<file path="src/rtl/hd_sched_pkg.sv">
// Shared types and constants for the hd-series evaluator scheduler.
// Included by the arbiter and the scheduler top.
package hd_sched_pkg;

  localparam int DW_DEF = 32;
  localparam int CNT_W  = 4;

  typedef enum logic [1:0] {
    S_IDLE = 2'd0,
    S_EVAL = 2'd1,
    S_RESP = 2'd2
  } state_e;

endpackage

</file>
<file path="src/rtl/hd_rr_arbiter.sv">
// Combinational round-robin arbiter: the first request at or after
// ptr wins, scanning upward modulo NREQ.
module hd_rr_arbiter import hd_sched_pkg::*; #(
  parameter int NREQ = 4,
  parameter int IDW  = 2
) (
  input  logic [NREQ-1:0] req,
  input  logic [IDW-1:0]  ptr,
  output logic [NREQ-1:0] gnt,
  output logic [IDW-1:0]  gnt_idx,
  output logic            any_gnt
);

  // Scan from the far end so the nearest requester overwrites last.
  always_comb begin
    gnt_idx = '0;
    any_gnt = 1'b0;
    for (int k = NREQ - 1; k >= 0; k--) begin
      if (req[(int'(ptr) + k) % NREQ]) begin
        any_gnt = 1'b1;
        gnt_idx = IDW'((int'(ptr) + k) % NREQ);
      end
    end
  end

  assign gnt = any_gnt ? (NREQ'(1) << gnt_idx) : '0;

endmodule

</file>
<file path="src/rtl/hd_eval_sched.sv">
// Round-robin scheduler sharing one combinational hd-series evaluator
// among NREQ requesters, with a programmable settle latency.
module hd_eval_sched import hd_sched_pkg::*; #(
  parameter int NREQ     = 4,
  parameter int DW       = DW_DEF,
  parameter int EVAL_LAT = 2,
  parameter int IDW      = 2
) (
  input  logic              clk,
  input  logic              rst_n,
  input  logic [NREQ-1:0]   req_valid,
  input  logic [NREQ*DW-1:0] req_data,
  output logic [NREQ-1:0]   req_ready,
  output logic [DW-1:0]     eval_x,
  input  logic [DW-1:0]     eval_y,
  output logic              resp_valid,
  input  logic              resp_ready,
  output logic [DW-1:0]     resp_data,
  output logic [IDW-1:0]    resp_id,
  output logic              busy,
  output logic [15:0]       op_count
);

  state_e           state;
  logic [CNT_W-1:0] cnt;
  logic [IDW-1:0]   rr_ptr;
  logic [IDW-1:0]   id_reg;
  logic [NREQ-1:0]  gnt;
  logic [IDW-1:0]   gnt_idx;
  logic             any_gnt;
  logic [IDW-1:0]   ptr_nxt;

  hd_rr_arbiter #(
    .NREQ (NREQ),
    .IDW  (IDW)
  ) u_arb (
    .req     (req_valid),
    .ptr     (rr_ptr),
    .gnt     (gnt),
    .gnt_idx (gnt_idx),
    .any_gnt (any_gnt)
  );

  assign req_ready = (state == S_IDLE) ? gnt : '0;
  assign busy      = (state != S_IDLE);
  assign ptr_nxt   = (int'(gnt_idx) == NREQ - 1) ?
                     '0 : gnt_idx + 1'b1;

  always_ff @(posedge clk or negedge rst_n) begin
    if (!rst_n) begin
      state      <= S_IDLE;
      cnt        <= '0;
      rr_ptr     <= '0;
      id_reg     <= '0;
      eval_x     <= '0;
      resp_valid <= 1'b0;
      resp_data  <= '0;
      resp_id    <= '0;
      op_count   <= '0;
    end else begin
      unique case (state)
        S_IDLE: begin
          if (any_gnt) begin
            eval_x <= req_data[int'(gnt_idx)*DW +: DW];
            id_reg <= gnt_idx;
            cnt    <= CNT_W'(EVAL_LAT);
            rr_ptr <= ptr_nxt;
            state  <= S_EVAL;
          end
        end
        S_EVAL: begin
          // eval_x is held; capture once the netlist has settled.
          if (cnt != '0) begin
            cnt <= cnt - 1'b1;
          end else begin
            resp_data  <= eval_y;
            resp_id    <= id_reg;
            resp_valid <= 1'b1;
            state      <= S_RESP;
          end
        end
        S_RESP: begin
          if (resp_ready) begin
            resp_valid <= 1'b0;
            op_count   <= op_count + 16'd1;
            state      <= S_IDLE;
          end
        end
        default: state <= S_IDLE;
      endcase
    end
  end

endmodule

</file>
<file path="config.mk">
export PLATFORM = sky130hd
export DESIGN_NAME = hd_eval_sched
export DESIGN_NICKNAME = d
export VERILOG_FILES = /design/src/rtl/hd_sched_pkg.sv /design/src/rtl/hd_rr_arbiter.sv /design/src/rtl/hd_eval_sched.sv
export SDC_FILE = /design/constraint.sdc
export NUM_CORES = 1
export LEC_CHECK = 0
export CAP_MARGIN = 20
export CORE_UTILIZATION = 30
export CTS_CLUSTER_SIZE = 40
export DETAILED_ROUTE_END_ITERATION = 7
export HOLD_SLACK_MARGIN = 0.05
export SYNTH_ARGS = -nofsm -noshare
export SYNTH_HDL_FRONTEND = slang
export SYNTH_SLANG_ARGS = --single-unit
</file>
<file path="constraint.sdc">
create_clock -name clk -period 2.2 [get_ports clk]
set_input_delay 0.44 -clock clk [delete_from_list [all_inputs] [get_ports clk]]
set_output_delay 0.44 -clock clk [all_outputs]
set_load 0.03 [all_outputs]
</file>
Yosys cells after proc, flatten, opt, wreduce, memory -nomap -nowiden:

Cells that the tools add are included.

* bits in registers: 93
* latch bits: 0
* RAM bits: 0
* bits in read-only memories: 0
* input bits: 167
* output and inout port bits: 88
* word-level logic and storage cells: 78
* memories: 0

* add/subtract/negate cells: 6
* $mul: 0
* div/mod/pow operators: 0
* order comparisons: 4
* equality and inequality tests: 7
* shift-type cells: 2
* multiplexer cells: 32
* bitwise gates (word level): 4
* reduce and logical (&&, ||, !) cells: 14

Operator list (number)
* 128-bit by 8-bit variable part select with 32-bit output: 1
* 16-bit by 1-bit adder with 16-bit output (second input constant): 1
* 2-bit 2-to-1 mux: 8
* 4-bit 2-to-1 mux: 4
* 1-bit 2-to-1 mux: 13
* 3-bit by 4-bit < comparator with 1-bit output (second input constant): 3
* 3-bit AND reduction: 3
* 1-bit binary-select mux with 2-bit select: 4
* 4-bit one-hot mux with 2 select lines: 1
* 2-bit != test (second input constant): 3
* 2-bit one-hot mux with 3 select lines: 1
* 2-bit AND reduction: 3
* 2-bit nonzero test: 3
* 2-bit OR reduction: 3
* 2-bit by 1-bit adder with 2-bit output (second input constant): 2
* 2-bit adder (second input constant): 2
* 2-bit by 1-bit == test with 1-bit output (second input constant): 2
* 4-bit nonzero test: 1
* 1-bit by 2-bit << shifter with 4-bit output (first input constant): 1
* 4-bit by 1-bit subtractor with 4-bit output (second input constant): 1
* 1-bit AND (first input constant): 3
* 2-bit by 3-bit < comparator with 1-bit output (second input constant): 1
* 2-bit == test (second input constant): 1
* 2-bit logical NOT: 1
* other kinds (3): 3

Logic depth before layout (Yosys ltp):

* depth after elaboration: 13
* mapped depth: 10
* depth with buffers taken out: 7

By module:

Synthesis repeated with hierarchy kept, for this count alone.

* cell total of the unflattened synthesis: 397
* area total of the unflattened synthesis: 4665.7 sq um

Modules (own cells, without submodules)
* hd_eval_sched: instances 1, cells each 368, area each 4483.0 sq um, sequential area each 2327.2 sq um
* hd_rr_arbiter: instances 1, cells each 29, area each 182.7 sq um, sequential area each 0.0 sq um

Least setup slack after synthesis:

Ideal clock, no wire load.

* path kind: register to output
* start point: register rr_ptr[1]
* end point: output req_ready[2]
* arrival: 2.004 ns
* required time: 1.760 ns
* slack: -0.244 ns
* stages on the path, launching flop included: 8
* path buffers: 3
* cells stage by stage: dfrtp_1 > buf_6 > or3b_1 > buf_2 > nand2_8 > buf_6 > inv_2 > nor3_1

* longest elaborated chain between the ends: 11
* elaborated cells between the ends (all ways): 25
* those cells by class: add/sub (3); shift (1); mux (21)

Ends and longest elaborated chain
* start: declaration: RTL line hd_eval_sched.sv:26 `logic [IDW-1:0] rr_ptr;`
* start signal: assignment: RTL line hd_eval_sched.sv:67 `rr_ptr <= ptr_nxt;`
* 2-bit adder: RTL line hd_rr_arbiter.sv:19, hd_rr_arbiter.sv:21
* 1-bit binary-select mux with 2-bit select: RTL line hd_rr_arbiter.sv:19 `if (req[(int'(ptr) + k) % NREQ]) begin`
* 1-bit 2-to-1 mux (not written as such) (2 in a row): RTL line hd_rr_arbiter.sv:19
* 2-bit 2-to-1 mux (4 in a row): RTL line hd_rr_arbiter.sv:19
* 1-bit by 2-bit << shifter with 4-bit output: RTL line hd_rr_arbiter.sv:26 `assign gnt = any_gnt ? (NREQ'(1) << gnt_idx) : '0;`
* 4-bit 2-to-1 mux *: RTL line hd_rr_arbiter.sv:26
* 4-bit 2-to-1 mux *: RTL line hd_eval_sched.sv:44 `assign req_ready = (state == S_IDLE) ? gnt : '0;`
* end: declaration: RTL line hd_eval_sched.sv:13 `output logic [NREQ-1:0] req_ready,`

Mark *: on every way between the ends. The rest lies on a longest branch, timed or not. The select of a mux whose other input is x is not followed.

Worst setup path in the final report:

* start point: input req_valid[3]
* end point: output req_ready[0]

* longest elaborated chain between the ends: 10
* elaborated cells between the ends (all ways): 22
* those cells by class: shift (1); mux (21)

Ends and longest elaborated chain
* start: declaration: RTL line hd_eval_sched.sv:11 `input logic [NREQ-1:0] req_valid,`
* 1-bit binary-select mux with 2-bit select: RTL line hd_rr_arbiter.sv:19
* 1-bit 2-to-1 mux (not written as such) (2 in a row): RTL line hd_rr_arbiter.sv:19
* 2-bit 2-to-1 mux (4 in a row): RTL line hd_rr_arbiter.sv:19
* 1-bit by 2-bit << shifter with 4-bit output: RTL line hd_rr_arbiter.sv:26
* 4-bit 2-to-1 mux *: RTL line hd_rr_arbiter.sv:26
* 4-bit 2-to-1 mux *: RTL line hd_eval_sched.sv:44

Marked as above.

==> impl_metrics.yaml <==
floorplanning:
  start_util: 0.307
  fp.dieH_um: 132
  die_area_mm2: 0.0175
  boundaryPins: 255
  rows: 47
  core-area_mm2: 0.0166
  die_x_um: 132
placed_design:
  port_buffers: 254
  gp_congestion: 0.788
  dp_slack_ns: -0.373
  dpl.hpwl_um: 11900
timing:
  fin_tns_setup_ns: -0.302
  fmax_ghz: 0.435
  setup_viol: 4
  min_period_ns: 2.30
  slew_violations: 0
  max_slew_margin: 0.643
  tightest_slew_ns: 0.536
  fin_crit_sh: 1.05
  fin_ws_ns: -0.0999
  rsz0062_at_grt: "true"
  fin_worst_skew_ns: 0.00966
  fin_hold_ws_ns: 0.0834
  finalHoldViolCount: 0
routing:
  wire_per_inst_um: 16.8
  drt-total-wl_um: 15900
  drt_first_pass_iters: 4
  viasPerCell: 4.88
  drtIter0Drc: 175
  ant_nets: 0
  via_count: 4622
  drc: 0
critical_path:
  critPathArrivalTime_ns: 1.86
  worstPathRequired_ns: 1.76
  r2r_cells: 7
  start_kind: "input pin"
  worstSetupEndpointType: "output port"
  critical_path_class: "in2out"
  worstPathMaxFanout: 4
  r2r_setup_slack_ns: 0.19
  r2r-start: "rr_ptr[1]"
  rr_endpoint: "eval_x[26]"
logic_synthesis:
  synth.net_count: 628
  yosysTopAreaCell: "dfrtp_1"
  synth_area_mm2: 0.00509
  syn-instance-count: 457
  yosys-top-cells-area: "dfrtp_1, mux2_2, o211ai_2"
  async_flop_share: 1.00
  synth_warnings: 0
  synth-edff-count: 0
  synth_cell_types: 44
  ys.flop_type: "dfrtp_1"
  synth_area_per_cell_um2: 11.1
  yosysSeqAreaShare: 0.457
  yosys_register_bits: 93
  yosys.area.top_type_share: 0.457
power:
  switching_share: 0.417
  peakVddDrop_mv: 0.682
  p_comb_frac: 0.558
  net-switching-power_mw: 4.21
  p_seq_frac: 0.284
  p_per_area_mw_per_mm2: 1210
  power.internal_mw: 5.88
  clkPwrFrac: 0.158
  p_leak_nw: 3.48
global_route:
  antenna_found_initial: 0
  grt_max_degree: 43
  grt_overflow: 0
  grtUsageTotal: 0.184
  grt_pass1_vias: 4944
  grt_pass1_wl_um: 25500
finish:
  fin_nets: 893
  drive_above_1_share: 0.193
  largestRegisters: "eval_x: 32 flops, resp_data: 32 flops, op_count: 16 flops"
  diodes: 0
  area_delta_synth_final_pct: 63.7
cts:
  htreeDepth: 3
  hold_buffers: 0
  worstSkewPairLatency_ns: 0.34
  ctsLongestPathBuffers: 2
  clkSinkCount: 93
  clockRootBuffer: "clkbuf_16"
  cts_tree: "yes"
  cts_buffers: 9
  clk_pin_slew_ns: 0.07
status:
  status: "finished with violations"
  violations: "setup timing"
job:
  maxCapViolCount: 0
worst_hold_path:
  hold_class: "in2async"
==> per-stage QoR <==
step / instance area, um^2 / power (mW) / cells / util
6_report: 8330 / 10.1 / 947 / 0.502
5_1_grt: 8330 / 10.7 / 947 / 0.502
4_1_cts: 8310 / 10.2 / 946 / 0.501
3_5_place_dp: 7960 / 8.48 / 929 / 0.480
3_3_place_gp: 7960 / 8.38 / 929 / 0.480
2_1_floorplan: 5100 / 6.27 / 457 / -
==> power by group through the flow <==
stage	combinational [mW]	sequential (mW)	clock, mW
detailed placement	5.60	2.88	0
global route	6.00	2.95	1.73
global placement	5.54	2.84	0
floorplan	2.22	4.05	0
finish	5.63	2.86	1.60
CTS	5.67	2.86	1.65
==> Yosys cell counts, types with 5 or more instances <==
master    number
dfrtp_1       93
nand2_1       50
nand3_1       37
o21ai_0       35
mux2_2        34
mux2i_1       33
a211o_1       32
o211ai_2      30
nor2_1        12
xnor2_1       12
buf_2         11
buf_6          9
clkbuf_1       8
inv_1          5
xor2_1         5
==> worst max path at each step <==
stage | startpoint | to | slack (ns) | depth (start not counted)
finish | req_valid[3] | req_ready[0] | -0.1 | 6
global route | req_valid[3] | req_ready[0] | -0.14 | 6
CTS | rr_ptr[1] | req_ready[2] | -0.10 | 7
detailed placement | req_valid[1] | req_ready[3] | -0.37 | 8
global placement | req_valid[2] | req_ready[3] | -0.30 | 7
floorplan | rr_ptr[1] | req_ready[2] | 0.005 | 7
==> layout make-up <==
type                    count  area [um^2]
clock buffers              10          229
clock inverters             6         68.8
fillers                  1498         8250
inverters                   7         31.3
multi-input cells         322         2530
flip-flops and latches     93         2330
well taps                 220          275
repair buffers            289         2870
==> critical path: stages <==
cell and delay (ns):
clkdlybuf4s50_1 0.46, or4_4 0.48, and2_4 0.21, nand2_8 0.07
nor2_1 0.04, buf_4 0.16
==> cells by family (layout without fill, tap and decap cells) <==
group	after synthesis	in the layout	synth area share
AND/OR/NAND/NOR	124	124	0.122
AO/OA/AOI/OAI	110	110	0.184
XOR/XNOR	17	17	0.0293
flip-flops	93	93	0.457
multiplexers	67	67	0.140
buffers and inverters	42	312	0.0573
adder cells (fa/ha/maj)	4	4	0.00983
==> layout by cell type, fill, tap and decap left out, drive strengths merged, types with 3 or more instances in the layout <==
cell and count:
mux2 34, mux2i 33, clkbuf 10, xor2 5, a211o 32, nand3 37, buf 40, dfrtp 93
nor2 12, o21ai 35, nor2b 3, ha 4, a21oi 4, clkdlybuf4s50 246, nand4 4, inv 9
nor3 4, o211ai 32, xnor2 12, nand2 53
==> per-layer routing <==
| layer | vias to the layer above | part of all wire | global-route usage |
|---|---|---|---|
| met5 | - | 0 | 0 |
| met4 | 0 | 0.020 | 0.0670 |
| met3 | 19 | 0.064 | 0.0408 |
| met2 | 184 | 0.49 | 0.324 |
| met1 | 2229 | 0.42 | 0.220 |
| li1 | 2190 | - | - |
==> what timing repair did <==
| action | in CTS | in global routing |
|---|---|---|
| pin swaps | 5 | 5 |
| endpoints found under the setup margin | 4 | 5 |
| gates resized for setup | 18 | 4 |
| buffers inserted | 1 | 1 |
Note: power is estimated with default switching activity, not from simulation.
